**config.mk**
```make
export PLATFORM = sky130hd
export DESIGN_NAME = mul_seq_ctrl
export DESIGN_NICKNAME = d
export VERILOG_FILES = /design/src/rtl/mul_seq_pkg.sv /design/src/rtl/mul_seq_cnt.sv /design/src/rtl/mul_seq_ctrl.sv
export SDC_FILE = /design/constraint.sdc
export NUM_CORES = 1
export LEC_CHECK = 0
export CORE_AREA = 2 2 39 41
export CTS_CLUSTER_SIZE = 24
export DETAILED_ROUTE_END_ITERATION = 6
export DIE_AREA = 0 0 41 43
export SLEW_MARGIN = 20
export SYNTH_ARGS = -nofsm -noshare
export SYNTH_HDL_FRONTEND = slang
export SYNTH_SLANG_ARGS = --single-unit
```
**constraint.sdc**
```tcl
create_clock -name clk -period 2 [get_ports clk]
set_clock_uncertainty 0.1 [all_clocks]
set_input_delay 0.6 -clock clk [delete_from_list [all_inputs] [get_ports clk]]
set_output_delay 0.6 -clock clk [all_outputs]
set_load 0.01 [all_outputs]
```
**src/rtl/mul_seq_pkg.sv**
```systemverilog
// mul_seq_pkg -- shared types and constants for the shift-and-add multiplier
// sequencer (mul_seq_ctrl and its shift counter mul_seq_cnt).
//   mul_seq_state_t   : FSM state encoding
//   mul_seq_out_t     : bundle of the registered Moore strobes
//   MUL_SEQ_WIDTH_DEF : default number of multiplier bits per operation
//   cnt_bits()        : width of the shift counter for a given WIDTH
//   decode_outputs()  : Moore decode of the strobes from a state

package mul_seq_pkg;

  localparam int MUL_SEQ_WIDTH_DEF = 8;

  typedef enum logic [2:0] {
    IDLE  = 3'd0,
    LOAD  = 3'd1,
    EVAL  = 3'd2,
    SHIFT = 3'd3,
    DONE  = 3'd4
  } mul_seq_state_t;

  typedef struct packed {
    logic ld_en;
    logic acc_clr;
    logic shr_en;
    logic busy;
    logic done;
  } mul_seq_out_t;

  // The counter must be able to hold the value WIDTH itself (final count).
  function automatic int cnt_bits(input int width);
    return $clog2(width + 1);
  endfunction

  localparam int MUL_SEQ_CNT_W_DEF = cnt_bits(MUL_SEQ_WIDTH_DEF);

  // Strobe pattern that belongs to a given state; anything unknown is quiet.
  function automatic mul_seq_out_t decode_outputs(input mul_seq_state_t st);
    mul_seq_out_t o;
    o = '0;
    case (st)
      IDLE:  o = '0;
      LOAD:  begin
        o.ld_en   = 1'b1;
        o.acc_clr = 1'b1;
        o.busy    = 1'b1;
      end
      EVAL:  o.busy = 1'b1;
      SHIFT: begin
        o.shr_en = 1'b1;
        o.busy   = 1'b1;
      end
      DONE:  o.done = 1'b1;
      default: o = '0;
    endcase
    return o;
  endfunction

endpackage

```
**src/rtl/mul_seq_cnt.sv**
```systemverilog
// mul_seq_cnt -- shift counter for mul_seq_ctrl.
//   clk, reset : clock, synchronous active-high reset
//   clr        : clear the count to zero (LOAD)
//   inc        : count one completed shift (SHIFT)
//   cnt        : number of shifts completed in the current operation
//   tc         : terminal count, high while cnt == WIDTH-1

module mul_seq_cnt
  import mul_seq_pkg::*;
#(
  parameter int WIDTH = MUL_SEQ_WIDTH_DEF,
  parameter int CNT_W = cnt_bits(WIDTH)
) (
  input  logic             clk,
  input  logic             reset,
  input  logic             clr,
  input  logic             inc,
  output logic [CNT_W-1:0] cnt,
  output logic             tc
);

  localparam logic [CNT_W-1:0] LAST_C = CNT_W'(WIDTH - 1);
  localparam logic [CNT_W-1:0] FULL_C = CNT_W'(WIDTH);

  logic [CNT_W-1:0] cnt_r;

  // Shift count register; saturates at WIDTH so it can never run past it.
  always_ff @(posedge clk) begin
    if (reset) begin
      cnt_r <= '0;
    end else if (clr) begin
      cnt_r <= '0;
    end else if (inc && (cnt_r != FULL_C)) begin
      cnt_r <= cnt_r + CNT_W'(1);
    end else begin
      cnt_r <= cnt_r;
    end
  end

  assign cnt = cnt_r;
  assign tc  = (cnt_r == LAST_C);

endmodule

```
**src/rtl/mul_seq_ctrl.sv**
```systemverilog
// mul_seq_ctrl -- control FSM for a sequential shift-and-add multiplier.
// Drives an external multiplier shift register and accumulator.
//   clk, reset : clock, synchronous active-high reset
//   start      : begin one multiply sequence (only honoured in IDLE)
//   q_lsb      : LSB of the external multiplier shift register
//   q_zero     : external multiplier shift register is all zero
//   ld_en      : parallel-load strobe to the shift register
//   acc_clr    : clear strobe to the accumulator
//   add_en     : accumulate this cycle (EVAL only, follows q_lsb)
//   shr_en     : shift-right strobe to shift register / accumulator
//   busy       : high from LOAD through the last SHIFT
//   done       : one-cycle completion pulse
//   cnt        : shifts completed in the current operation
// Optional build macro MUL_SEQ_EARLY_TERM_EN: when defined, EVAL with
// q_zero=1 finishes the operation immediately (no more adds or shifts).

module mul_seq_ctrl
  import mul_seq_pkg::*;
#(
  parameter int WIDTH = MUL_SEQ_WIDTH_DEF
) (
  input  logic                         clk,
  input  logic                         reset,
  input  logic                         start,
  input  logic                         q_lsb,
  input  logic                         q_zero,
  output logic                         ld_en,
  output logic                         acc_clr,
  output logic                         add_en,
  output logic                         shr_en,
  output logic                         busy,
  output logic                         done,
  output logic [$clog2(WIDTH+1)-1:0]   cnt
);

  localparam int CNT_W = cnt_bits(WIDTH);

  mul_seq_state_t   state_r;
  mul_seq_out_t     outs_r;
  logic             cnt_clr_s;
  logic             cnt_inc_s;
  logic             cnt_tc_s;
  logic             early_exit_s;
  logic             add_en_s;
  logic [CNT_W-1:0] cnt_s;

`ifdef MUL_SEQ_EARLY_TERM_EN
  assign early_exit_s = q_zero;
`else
  // q_zero stays on the port but plays no part in sequencing.
  logic unused_q_zero_s;
  assign unused_q_zero_s = q_zero;
  assign early_exit_s    = 1'b0;
`endif

  // Next-state rule; shared by the state and output registers so the
  // registered strobes always match the state they accompany.
  function automatic mul_seq_state_t next_state(input mul_seq_state_t st,
                                                input logic start_i,
                                                input logic tc_i,
                                                input logic early_i);
    mul_seq_state_t ns;
    case (st)
      IDLE:    ns = start_i ? LOAD : IDLE;
      LOAD:    ns = EVAL;
      EVAL:    ns = early_i ? DONE : SHIFT;
      SHIFT:   ns = tc_i ? DONE : EVAL;
      DONE:    ns = IDLE;
      default: ns = IDLE;
    endcase
    return ns;
  endfunction

  // Counter control decoded from the current state.
  always_comb begin
    cnt_clr_s = 1'b0;
    cnt_inc_s = 1'b0;
    case (state_r)
      LOAD:    cnt_clr_s = 1'b1;
      SHIFT:   cnt_inc_s = 1'b1;
      default: begin
        cnt_clr_s = 1'b0;
        cnt_inc_s = 1'b0;
      end
    endcase
  end

  // add_en is the one Mealy output: it tracks q_lsb live during EVAL.
  always_comb begin
    add_en_s = 1'b0;
    if (state_r == EVAL) begin
      add_en_s = q_lsb & ~early_exit_s;
    end else begin
      add_en_s = 1'b0;
    end
  end

  // FSM state and registered Moore strobes.
  always_ff @(posedge clk) begin
    if (reset) begin
      state_r <= IDLE;
      outs_r  <= '0;
    end else begin
      state_r <= next_state(state_r, start, cnt_tc_s, early_exit_s);
      outs_r  <= decode_outputs(next_state(state_r, start, cnt_tc_s, early_exit_s));
    end
  end

  mul_seq_cnt #(
    .WIDTH (WIDTH),
    .CNT_W (CNT_W)
  ) u_cnt (
    .clk   (clk),
    .reset (reset),
    .clr   (cnt_clr_s),
    .inc   (cnt_inc_s),
    .cnt   (cnt_s),
    .tc    (cnt_tc_s)
  );

  assign ld_en   = outs_r.ld_en;
  assign acc_clr = outs_r.acc_clr;
  assign shr_en  = outs_r.shr_en;
  assign busy    = outs_r.busy;
  assign done    = outs_r.done;
  assign add_en  = add_en_s;
  assign cnt     = cnt_s;

endmodule

```
# ---- Word level (Yosys, flattened, before mapping)
# Cells that the tools add are included.
# W data, S select, Z words.
dict set report totals {
  register_bits 12
}
dict set report op_classes {
  add_sub_neg 1
  eq_ne 9
  muxes 11
  reduce_logical 4
}
# operator n
set ops {}
lappend ops {{$eq A3 B2 Y1 const B} 4}
lappend ops {{$pmux W3 S4} 1}
lappend ops {{$mux W1} 7}
lappend ops {{$eq A3 B1 Y1 const B} 2}
lappend ops {{$mux W3} 2}
lappend ops {{$add A4 B1 Y4 const B} 1}
lappend ops {{$eq A4 B3 Y1 const B} 1}
lappend ops {{$ne A4 B4 Y1 const B} 1}
lappend ops {{$eq A3 B3 Y1 const B} 1}
lappend ops {{$logic_not A3 Y1} 1}
lappend ops {{$reduce_or A3 Y1} 1}
lappend ops {{$mux W2} 1}
lappend ops {{$reduce_or A2 Y1} 1}
lappend ops {{$logic_and A1 B1 Y1} 1}

# ---- Logic depth before layout (Yosys ltp)
dict set report depth {
  word_depth 7
  depth_mapped 5
  depth_no_buf 5
}

# ---- Hierarchy
# Synthesis repeated with hierarchy kept, for this count alone.
dict set report unflattened {
  cells_unflattened 50
  hier_area_um2 491.7
}
# mod instances cells_each area_each_um2 seq_area_each_um2
set by_module_without_submodules {}
lappend by_module_without_submodules {mul_seq_ctrl 1 24 254.0 140.1}
lappend by_module_without_submodules {mul_seq_cnt 1 26 237.7 80.1}

# ---- Worst setup path after synthesis
# Ideal clock, no wire load.
dict set report synth_timing {
  kind {input to output}
  from {input q_lsb}
  to {output add_en}
  arrival_ps 906
  slack_ps 394
  stages 1
  path_cell_list {nor3b_1}
}
dict set report synth_via {
  elab_chain_len 1
}
# item line
set synth_rtl {}
lappend synth_rtl {{from (decl)} mul_seq_ctrl.sv:25} ;# input logic q_lsb,
lappend synth_rtl {{$mux W1} mul_seq_ctrl.sv:91} ;# if (state_r == EVAL) begin
lappend synth_rtl {{to (decl)} mul_seq_ctrl.sv:29} ;# output logic add_en,
# Every way passes these cells.

# ---- Worst setup path in the final report
dict set report layout_timing {
  from {register u_cnt.cnt_r[1] (netlist: u_cnt.cnt[1])}
  to {output cnt[1]}
}
# item line
set layout_rtl {}
lappend layout_rtl {{from (decl)} mul_seq_cnt.sv:25} ;# logic [CNT_W-1:0] cnt_r;
lappend layout_rtl {{from (signal assigned)} mul_seq_cnt.sv:34} ;# cnt_r <= cnt_r + CNT_W'(1);
lappend layout_rtl {{from (signal assigned)} mul_seq_cnt.sv:36} ;# cnt_r <= cnt_r;
lappend layout_rtl {{to (decl)} mul_seq_ctrl.sv:33} ;# output logic [$clog2(WIDTH+1)-1:0] cnt
# No word-level cell between the ends.

==> results.toml <==
[sta]
timing.fmax_ghz = 0.520
hold_viol = 0
setup_viol = 0
holdWs_ps = 413
tightestPinTransition_ps = 371
maxSlewHeadroom = 0.750
period_share = 0.961
rsz0062_at_grt = "false"
maxSlewViolCount = 0
fin_crit_ps = 1920

[synth]
synth-simple-area-share = 0.312
syn_nets = 59
syn-cell-area_sq_um = 482
yosys.cell_count.top_type = "dfxtp_1"
synth-seq-cells = 11
synth_flop_cell = "dfxtp_1"
synth_top_area_cell = "dfxtp_1"
synthTopCellsByCount = "dfxtp_1 (11), a21oi_1 (4), nor3b_1 (4), o21ai_0 (4)"
synth.distinct_cells = 24
synth-compound-area-share = 0.119
async_flop_share = 0
synth-edff-count = 0
syn_inst = 52
yosysWarningCount = 0
yosysSeqAreaShare = 0.457
synth_fa_ha_area_frac = 0.0519
synth_xor_xnor_area_share = 0
post-synth-top-area-fraction = 0.457
synth_top_family_by_area = "simple AND/OR/NAND/NOR gates"
synthTopCellsByArea = "dfxtp_1 (46%), nor3b_1 (6.2%), ha_1 (5.2%)"
syn-mean-instance-area_sq_um = 9.26
synth.area.mux_share = 0

[detailed_routing]
drt_iter0_markers = 9
drtAntennaViolNets = 0
avgViaCountPerCell = 4.91
routed-via-count = 422
wl_per_cell_microns = 10.7
drt_pre_antenna_iters = 4
finalWirelength_microns = 923
drcViolationCount = 0

[clock_network]
clk_latency_ps = 270
cts_buffers = 3
cts_tree = "done"
cts_sinks = 11
hold_buffers = 0
cts-root-buf = "clkbuf_4"
cts.clk_slew.worst_paths_ps = 70
clk_path_buf_depth = 2
htree_levels = 1

[floorplan]
die_x_microns = 41
core_sq_um = 1380
die-height_microns = 43
dieArea_sq_um = 1760
start_util = 0.348
floorplan.io_pins = 15
rows = 14

[critical_path]
slowest_stage = "clkdlybuf4s50_1"
start_kind = "flop"
cp.arrival_ps = 1220
end_kind = "primary output"
cp_max_fo = 5
path_delay_family = "buffers and inverters"
max_stage_delay_ps = 560
crit_chain = "clkdlybuf4s50_1"
critPathBufInv = 1
critPathKind = "reg2out"
rrSetupSlack_ps = 390
required_ps = 1300

[global_route]
gr-usage-met1 = 0.163
use_met3 = 0.0942
antenna_found_initial = 0
use_met2 = 0.163
grt_pass1_wl_microns = 1460
gr-total-overflow = 0
first_global_vias = 346
grt_usage = 0.133
grt_max_degree = 9
grt-busiest-layer = "met1"

[placed_design]
port_buffers = 13
hpwl_microns = 665
gp_congestion = 0.719
dpl_cell_area_sq_um = 644

[layout]
nets = 78
final_core_util = 0.488
areaGrowthSynthToFinish_pct = 40.3
drive_above_1_share = 0.186
num_antenna_cells = 0
stdcell_area_sq_um = 676

[pwr]
ir_drop_mv = 0.423
power.density_nw_per_um2 = 656
p_leak_nw = 0.274
finalPower_mw = 0.443

[outcome]
status = "complete, no violations"

[flow_run]
max_cap_viol_count = 0

[min_path]
hold_class = "reg2reg"
[routing by layer]
metal	wire length (microns)	vias to the layer above
met2	411	10
met4	12	0
met1	434	185
met5	0	-
met3	63	2
li1	-	225
[where the power goes]
part	internal, mW	switching (mW)
combinational	0.0333	0.0270
clock	0.0740	0.0768
sequential	0.228	0.00442
[cell families after synthesis]
kind of cell | Yosys count
simple gates | 23
flops | 11
compound gates | 10
buf+inv | 6
fa+ha+maj | 2
[placed cells by master, fill, tap and decap left out, types with 2 or more instances in the layout]
master            n
nor3b_1           3
o21ai_0           4
nor2_1            3
clkbuf_4          3
nand3b_1          2
clkdlybuf4s50_1  10
dfxtp_2           2
inv_1             3
and3b_1           2
nand3_1           2
dfxtp_1           9
ha_1              2
buf_4             4
a21oi_1           4
[cell type report]
cell class	instances	area [sq um]
flip-flops and latches	11	223
inverters	3	11.3
multi-input cells	35	238
repair buffers	17	156
clock inverters	1	5.00
clock buffers	3	22.5
fillers	125	708
well taps	16	20.0
[flip-flops by register name, indices dropped and copies added (netlist names)]
name / cells
busy: 1
done: 1
ld_en: 1
shr_en: 1
state_r: 3
u_cnt.cnt: 4
[stage by stage]
stage	cells	setup slack (ps)	setup TNS [ps]
2_1_floorplan	52	394	0
3_3_place_gp	82	-467	-467
3_5_place_dp	82	-482	-482
4_1_cts	86	51.3	0
5_1_grt	86	2.71	0
6_report	86	77.6	0
[what timing repair did]
action	in CTS	in global routing
endpoints found under the setup margin	1	3
pin swaps	0	0
gates cloned	0	0
gates resized for setup	6	3
buffers inserted	0	0
[path summary, 6_finish.rpt]
path,end,from,cells after the start
setup / recovery,cnt[1],u_cnt.cnt[1],1
hold / removal,u_cnt.cnt[2],u_cnt.cnt[2],2
setup reg to reg,u_cnt.cnt[2],u_cnt.cnt[1],5
hold reg to reg,u_cnt.cnt[2],u_cnt.cnt[2],2
(Power assumes the default switching activity.)
